$ cat src/rtl/eth_rx_axis_sink.sv
// ---------------------------------------------------------------------------
// eth_rx_axis_sink
// Receive-side AXI-Stream sink between the Ethernet RX MAC and the iDMA
// stream frontend. Frame beats are buffered in a beat FIFO. Valid bytes are
// counted per frame, and one {length, err} descriptor is published per
// completed frame. Frames longer than MaxFrameBytes are truncated: the
// overflowing beat is stored with tlast forced and err set, and the rest of
// the frame is discarded up to its tlast.
//
// Optional build macro: ETH_RX_SINK_STATS_EN enables the frame_cnt_o and
// drop_cnt_o statistics counters. When the macro is undefined, both outputs
// are tied to zero.
//
// Ports:
//   clk_i, rst_i                       clock, async active-high reset
//   s_tvalid_i/s_tready_o/s_tdata_i/
//   s_tkeep_i/s_tlast_i                stream from the MAC
//   m_tvalid_o/m_tready_i/m_tdata_o/
//   m_tkeep_o/m_tlast_o                stream toward the iDMA
//   len_valid_o/len_ready_i/len_o/
//   len_err_o                          per-frame length descriptor
//   frame_cnt_o, drop_cnt_o            statistics (wrap at 16 bits)
// ---------------------------------------------------------------------------
module eth_rx_axis_sink #(
    parameter int unsigned DataWidth     = 64,
    parameter int unsigned StrbWidth     = DataWidth / 8,
    parameter int unsigned FifoDepth     = 16,
    parameter int unsigned LenFifoDepth  = 4,
    parameter int unsigned TFLenWidth    = 32,
    parameter int unsigned MaxFrameBytes = 1536
) (
    input  logic                  clk_i,
    input  logic                  rst_i,
    input  logic                  s_tvalid_i,
    output logic                  s_tready_o,
    input  logic [DataWidth-1:0]  s_tdata_i,
    input  logic [StrbWidth-1:0]  s_tkeep_i,
    input  logic                  s_tlast_i,
    output logic                  m_tvalid_o,
    input  logic                  m_tready_i,
    output logic [DataWidth-1:0]  m_tdata_o,
    output logic [StrbWidth-1:0]  m_tkeep_o,
    output logic                  m_tlast_o,
    output logic                  len_valid_o,
    input  logic                  len_ready_i,
    output logic [TFLenWidth-1:0] len_o,
    output logic                  len_err_o,
    output logic [15:0]           frame_cnt_o,
    output logic [15:0]           drop_cnt_o
);

    localparam int unsigned BeatAw   = $clog2(FifoDepth);
    localparam int unsigned LenAw    = $clog2(LenFifoDepth);
    localparam int unsigned KeepCntW = $clog2(StrbWidth + 1);
    localparam int unsigned BeatW    = DataWidth + StrbWidth + 1;
    localparam int unsigned LenEntW  = TFLenWidth + 1;

    typedef enum logic {
        RECV = 1'b0,
        DROP = 1'b1
    } state_e;

    state_e                  state_q, state_d;
    logic                    s_tready_q, s_tready_d;
    logic [TFLenWidth-1:0]   byte_cnt_q, byte_cnt_d;

    logic [BeatW-1:0]        beat_mem_q [FifoDepth];
    logic [BeatAw:0]         beat_wr_q, beat_wr_d, beat_rd_q, beat_rd_d;
    logic                    beat_full_q, beat_full_d, beat_empty_q, beat_empty_d;
    logic                    beat_push, beat_pop;
    logic [BeatW-1:0]        beat_wdata;

    logic [LenEntW-1:0]      len_mem_q [LenFifoDepth];
    logic [LenAw:0]          len_wr_q, len_wr_d, len_rd_q, len_rd_d;
    logic                    len_full_q, len_full_d, len_empty_q, len_empty_d;
    logic                    len_push, len_pop;
    logic [LenEntW-1:0]      len_wdata;

    logic                    s_hs;
    logic [KeepCntW-1:0]     keep_cnt;
    logic [TFLenWidth-1:0]   byte_sum;
    logic                    oversize;

    assign s_hs = s_tvalid_i && s_tready_q;

    // Number of valid bytes in the incoming beat.
    always_comb begin
        keep_cnt = '0;
        for (int i = 0; i < int'(StrbWidth); i++) begin
            keep_cnt = keep_cnt + KeepCntW'(s_tkeep_i[i]);
        end
    end

    // Frame FSM: byte counting, descriptor generation, oversize truncation.
    always_comb begin
        state_d    = state_q;
        byte_cnt_d = byte_cnt_q;
        beat_push  = 1'b0;
        len_push   = 1'b0;
        byte_sum   = byte_cnt_q + TFLenWidth'(keep_cnt);
        oversize   = byte_sum > TFLenWidth'(MaxFrameBytes);
        // An oversize beat closes the frame toward the iDMA.
        beat_wdata = {s_tdata_i, s_tkeep_i, s_tlast_i | oversize};
        len_wdata  = {byte_sum, oversize};

        case (state_q)
            RECV: begin
                if (s_hs) begin
                    beat_push  = 1'b1;
                    byte_cnt_d = byte_sum;
                    if (oversize) begin
                        len_push   = 1'b1;
                        byte_cnt_d = '0;
                        if (!s_tlast_i) begin
                            state_d = DROP;
                        end
                    end else if (s_tlast_i) begin
                        len_push   = 1'b1;
                        byte_cnt_d = '0;
                    end
                end
            end
            DROP: begin
                if (s_hs && s_tlast_i) begin
                    state_d = RECV;
                end
            end
        endcase
    end

    // FIFO pointer arithmetic; the extra MSB separates full from empty.
    always_comb begin
        beat_pop     = !beat_empty_q && m_tready_i;
        beat_wr_d    = beat_wr_q + (BeatAw + 1)'(beat_push);
        beat_rd_d    = beat_rd_q + (BeatAw + 1)'(beat_pop);
        beat_empty_d = (beat_wr_d == beat_rd_d);
        beat_full_d  = (beat_wr_d[BeatAw] != beat_rd_d[BeatAw]) &&
                       (beat_wr_d[BeatAw-1:0] == beat_rd_d[BeatAw-1:0]);

        len_pop      = !len_empty_q && len_ready_i;
        len_wr_d     = len_wr_q + (LenAw + 1)'(len_push);
        len_rd_d     = len_rd_q + (LenAw + 1)'(len_pop);
        len_empty_d  = (len_wr_d == len_rd_d);
        len_full_d   = (len_wr_d[LenAw] != len_rd_d[LenAw]) &&
                       (len_wr_d[LenAw-1:0] == len_rd_d[LenAw-1:0]);

        // Ready is registered from next-cycle flags: no path from the consumers.
        s_tready_d   = (state_d == DROP) || (!beat_full_d && !len_full_d);
    end

    // Control registers.
    always_ff @(posedge clk_i or posedge rst_i) begin
        if (rst_i) begin
            state_q      <= RECV;
            s_tready_q   <= 1'b0;
            byte_cnt_q   <= '0;
            beat_wr_q    <= '0;
            beat_rd_q    <= '0;
            beat_full_q  <= 1'b0;
            beat_empty_q <= 1'b1;
            len_wr_q     <= '0;
            len_rd_q     <= '0;
            len_full_q   <= 1'b0;
            len_empty_q  <= 1'b1;
        end else begin
            state_q      <= state_d;
            s_tready_q   <= s_tready_d;
            byte_cnt_q   <= byte_cnt_d;
            beat_wr_q    <= beat_wr_d;
            beat_rd_q    <= beat_rd_d;
            beat_full_q  <= beat_full_d;
            beat_empty_q <= beat_empty_d;
            len_wr_q     <= len_wr_d;
            len_rd_q     <= len_rd_d;
            len_full_q   <= len_full_d;
            len_empty_q  <= len_empty_d;
        end
    end

    // Beat FIFO storage, cleared so outputs read zero out of reset.
    always_ff @(posedge clk_i or posedge rst_i) begin
        if (rst_i) begin
            for (int i = 0; i < int'(FifoDepth); i++) begin
                beat_mem_q[i] <= '0;
            end
        end else if (beat_push) begin
            beat_mem_q[beat_wr_q[BeatAw-1:0]] <= beat_wdata;
        end
    end

    // Length descriptor FIFO storage.
    always_ff @(posedge clk_i or posedge rst_i) begin
        if (rst_i) begin
            for (int i = 0; i < int'(LenFifoDepth); i++) begin
                len_mem_q[i] <= '0;
            end
        end else if (len_push) begin
            len_mem_q[len_wr_q[LenAw-1:0]] <= len_wdata;
        end
    end

    assign s_tready_o                         = s_tready_q;
    assign m_tvalid_o                         = !beat_empty_q;
    assign {m_tdata_o, m_tkeep_o, m_tlast_o}  = beat_mem_q[beat_rd_q[BeatAw-1:0]];
    assign len_valid_o                        = !len_empty_q;
    assign {len_o, len_err_o}                 = len_mem_q[len_rd_q[LenAw-1:0]];

`ifdef ETH_RX_SINK_STATS_EN
    logic [15:0] frame_cnt_q, frame_cnt_d;
    logic [15:0] drop_cnt_q, drop_cnt_d;

    // Statistics: descriptors published and beats discarded in DROP.
    always_comb begin
        frame_cnt_d = frame_cnt_q + 16'(len_push);
        drop_cnt_d  = drop_cnt_q + 16'(s_hs && (state_q == DROP));
    end

    always_ff @(posedge clk_i or posedge rst_i) begin
        if (rst_i) begin
            frame_cnt_q <= '0;
            drop_cnt_q  <= '0;
        end else begin
            frame_cnt_q <= frame_cnt_d;
            drop_cnt_q  <= drop_cnt_d;
        end
    end

    assign frame_cnt_o = frame_cnt_q;
    assign drop_cnt_o  = drop_cnt_q;
`else
    assign frame_cnt_o = '0;
    assign drop_cnt_o  = '0;
`endif

endmodule
$ cat config.mk
export PLATFORM = sky130hd
export DESIGN_NAME = eth_rx_axis_sink
export DESIGN_NICKNAME = d
export VERILOG_FILES = /design/src/rtl/eth_rx_axis_sink.sv
export SDC_FILE = /design/constraint.sdc
export NUM_CORES = 2
export LEC_CHECK = 0
export CORE_ASPECT_RATIO = 0.6
export CORE_MARGIN = 4
export CORE_UTILIZATION = 30
export CTS_BUF_LIST = sky130_fd_sc_hd__clkbuf_16
export CTS_CLUSTER_DIAMETER = 120
export DETAILED_ROUTE_END_ITERATION = 12
export PLACE_DENSITY_LB_ADDON = 0.05
export RECOVER_POWER = 50
export SLEW_MARGIN = 10
export SYNTH_ARGS = -nofsm -noshare
export SYNTH_HDL_FRONTEND = slang
export SYNTH_SLANG_ARGS = --single-unit
$ cat constraint.sdc
create_clock -name clk_i -period 61.8 [get_ports clk_i]
set_clock_uncertainty 0.05 [all_clocks]
set_input_delay 12.36 -clock clk_i [delete_from_list [all_inputs] [get_ports clk_i]]
set_output_delay 12.36 -clock clk_i [all_outputs]
set_load 0.01 [all_outputs]
==> flow_summary.ini <==
[routing]
final_antenna_net_count = 0
vias = 33140
totalWireLength_um = 178400
drt-initial-drc-count = 1885
first_pass_iters = 5
wl_per_cell_um = 26.61
drc_errors = 0
via_per_inst = 4.943

[die]
initial_core_util_pct = 30.36
num_rows = 127
dieWidth_um = 590.3
io_pins = 219
die-area_mm2 = 0.2109
fp.coreArea_mm2 = 0.2010
die_h_um = 357.4

[critical_path]
path_cells = dlygate4sd3_1, clkinvlp_2, clkbuf_1, clkbuf_1
cp_data_arrival_time_ns = 27.49
startpoint_type = input pin
rrSetupSlack_ns = 54.03
cp.required_ns = 59.60
worstSetupPathType = in -> async
critPathTopFamily = buffers and inverters
cpPeakStageDelay_ns = 5.81
cp_max_fo = 146
path_buf_inv = 4
slowest_stage = clkbuf_1
cpMostUsedCell = clkbuf_1
end_kind = async pin

[logic_synthesis]
synth-seq-area-share_pct = 55.44
synth_edf_count = 0
synthSimpleGateAreaFrac_pct = 1.897
synth_flop_cell = dfrtp_1
ys_types = 65
ys_ff_latch = 1352
synth_top_family_by_area = multiplexers
yosysTopAreaCellShare_pct = 55.36
synth_cells = 3795
synth_mux_area_share_pct = 37.57
synthAdderAreaFrac_pct = 0.4511
synth_top_cell_by_area = dfrtp_1
async_flop_share_pct = 100.0
yosysWarnings = 0
synth_compound_area_share_pct = 1.154
avgSynthCellArea_um2 = 16.08
synth_xor_area_share_pct = 0.7750
netlist_area_mm2 = 0.06102
netlist_top_cells_area = dfrtp_1 55%, mux2_2 22%, mux4_2 15%

[timing]
fmax_mhz = 33.68
rsz0062_at_grt = false
max_slew.worst_pin.slew_ns = 7.934
setup_viol = 0
timing.setup.tns_ns = 0
fin_crit_ns = 29.69
fin_crit_sh_pct = 48.04
relSlewSlack_pct = -429.0
final_max_slew_viol_count = 1472
final-hold-violation-count = 0

[power_and_ir_drop]
p_leak_uw = 0.03022
max-vdd-ir-drop_mv = 0.03984
p_per_area_mw_per_mm2 = 53.88

[cts]
cts.sinks = 1352
cts_tree = done
clock-root-buffer = clkbuf_16
clk_path_buf_depth = 4
clk_transition_reported_paths_ns = 0.06
ctsHoldBuffers = 0
cts_made_buffers = 155
ctsHtreeMaxLevel = 4
post-cts-setup-buffers = 0
insertion_delay_ns = 0.78
cts-resized-gates = 0

[grt]
antenna_found_initial = 20
grt_pass1_vias = 36030
grt_pass1_wl_um = 266600
grt_overflow = 0
track_usage_pct = 17.00
grt_max_degree = 165

[min_path]
min_path_type = reg -> reg

[place]
gp_congestion = 0.7272
post-dp-hpwl_um = 97050
placed_cell_area_mm2 = 0.06568
io_buffers = 186

[layout]
syn_to_final_growth_pct = 14.58
design_area_mm2 = 0.06992
final_nets = 3987
final_layout_size_suffix_gt1_share_pct = 45.62

[status]
status = complete, but fails checks
violations = max-capacitance violations, max-slew violations

[job]
max-cap-violations = 33
## layer usage
layer  GRT usage, %  wire length (um)  vias to the layer above
li1               -                 -                    14290
met5              0                46                        -
met3          3.096              6749                      202
met2          25.14             78020                      423
met4          3.057              2619                        8
met1          26.12             90940                    18210
## stage by stage
stage          instances  setup slack [ns]  hold WS [ns]  utilization [%]  total power (uW)
2_1_floorplan       3826             11.28        0.3820                -              2441
3_3_place_gp        6442             41.91        0.4051            32.68              2967
3_5_place_dp        6442             41.92        0.4151            32.68              2974
4_1_cts             6696             42.77        0.4285            34.90              3853
5_1_grt             6698             28.30        0.4489            34.78              4010
6_report            6704             32.11        0.4239            34.78              3767
## cells in the mapped netlist (22+ instances only)
cell type  instances
dfrtp_1         1350
mux2_2          1171
mux4_2           398
clkbuf_1         228
nand2_1           92
buf_1             73
mux2_1            53
o21ai_0           53
nor2_1            42
inv_1             37
buf_4             35
xnor2_1           32
and2_1            23
xor2_1            22
## worst min-delay path: stages (launching register included)
cell,delay [ns]
dfrtp_1,0.34
nand2_1,0.04
o21ai_0,0.06
## sequential cells by signal (all words and copies together), names as in the netlist
signal and count:
len_mem_q 132, beat_wr_q 5, beat_rd_q 5, byte_cnt_q 32
state_q 1, s_tready_o 1, beat_empty_q 1, len_rd_q 3
len_empty_q 1, beat_mem_q 1168, len_wr_q 3
## cells in the final DEF, fill, tap and decap left out, drive strengths merged, types with 18 or more instances in the layout
| master | netlist | layout |
|---|---|---|
| mux4 | 398 | 398 |
| dfrtp | 1350 | 1350 |
| clkbuf | 229 | 189 |
| mux2i | 18 | 18 |
| xor2 | 22 | 22 |
| and2 | 23 | 23 |
| xnor2 | 32 | 32 |
| buf | 123 | 44 |
| o21ai | 57 | 57 |
| clkdlybuf4s50 | 0 | 179 |
| inv | 37 | 83 |
| conb | 1 | 32 |
| clkinv | 0 | 43 |
| nor2 | 45 | 45 |
| mux2 | 1224 | 1224 |
| nand2 | 92 | 92 |
## kinds of logic after synthesis
| family | Yosys count |
|---|---|
| muxes | 1640 |
| DFF | 1352 |
| buffers and inverters | 389 |
| and+or+nand+nor | 236 |
| AOI/OAI and AO/OA | 104 |
| xor gates and xnor gates | 54 |
| adders and majority gates | 19 |
| other | 1 |
## power by group
part           internal, uW  leakage [uW]  switching [uW]  total [uW]
registers              1260        0.0171             205        1470
clock network           476       0.00236             372         848
logic                   843        0.0107             610        1450
## worst paths after layout
| check | cells after the start | startpoint | end |
|---|---|---|---|
| max reg2reg | 9 | s_tready_o | beat_mem_q[605] |
| min reg2reg | 2 | beat_mem_q[733] | beat_mem_q[733] |
| min | 2 | beat_mem_q[733] | beat_mem_q[733] |
| max | 4 | rst_i | beat_rd_q[1] |
| min in group asynchronous | 2 | rst_i | beat_mem_q[1033] |
| max in group clk_i | 10 | s_tvalid_i | beat_mem_q[605] |
## area by class of cell
class,count,area (um^2)
sequential,1352,33850
timing repair buffer,259,2364
multi-input combinational,2085,25680
fill,19220,131100
tap,2709,3390
inverter,37,140.1
clock buffer,160,4004
clock inverter,94,470.5
antenna,8,20.02
(Power assumes the default switching activity.)
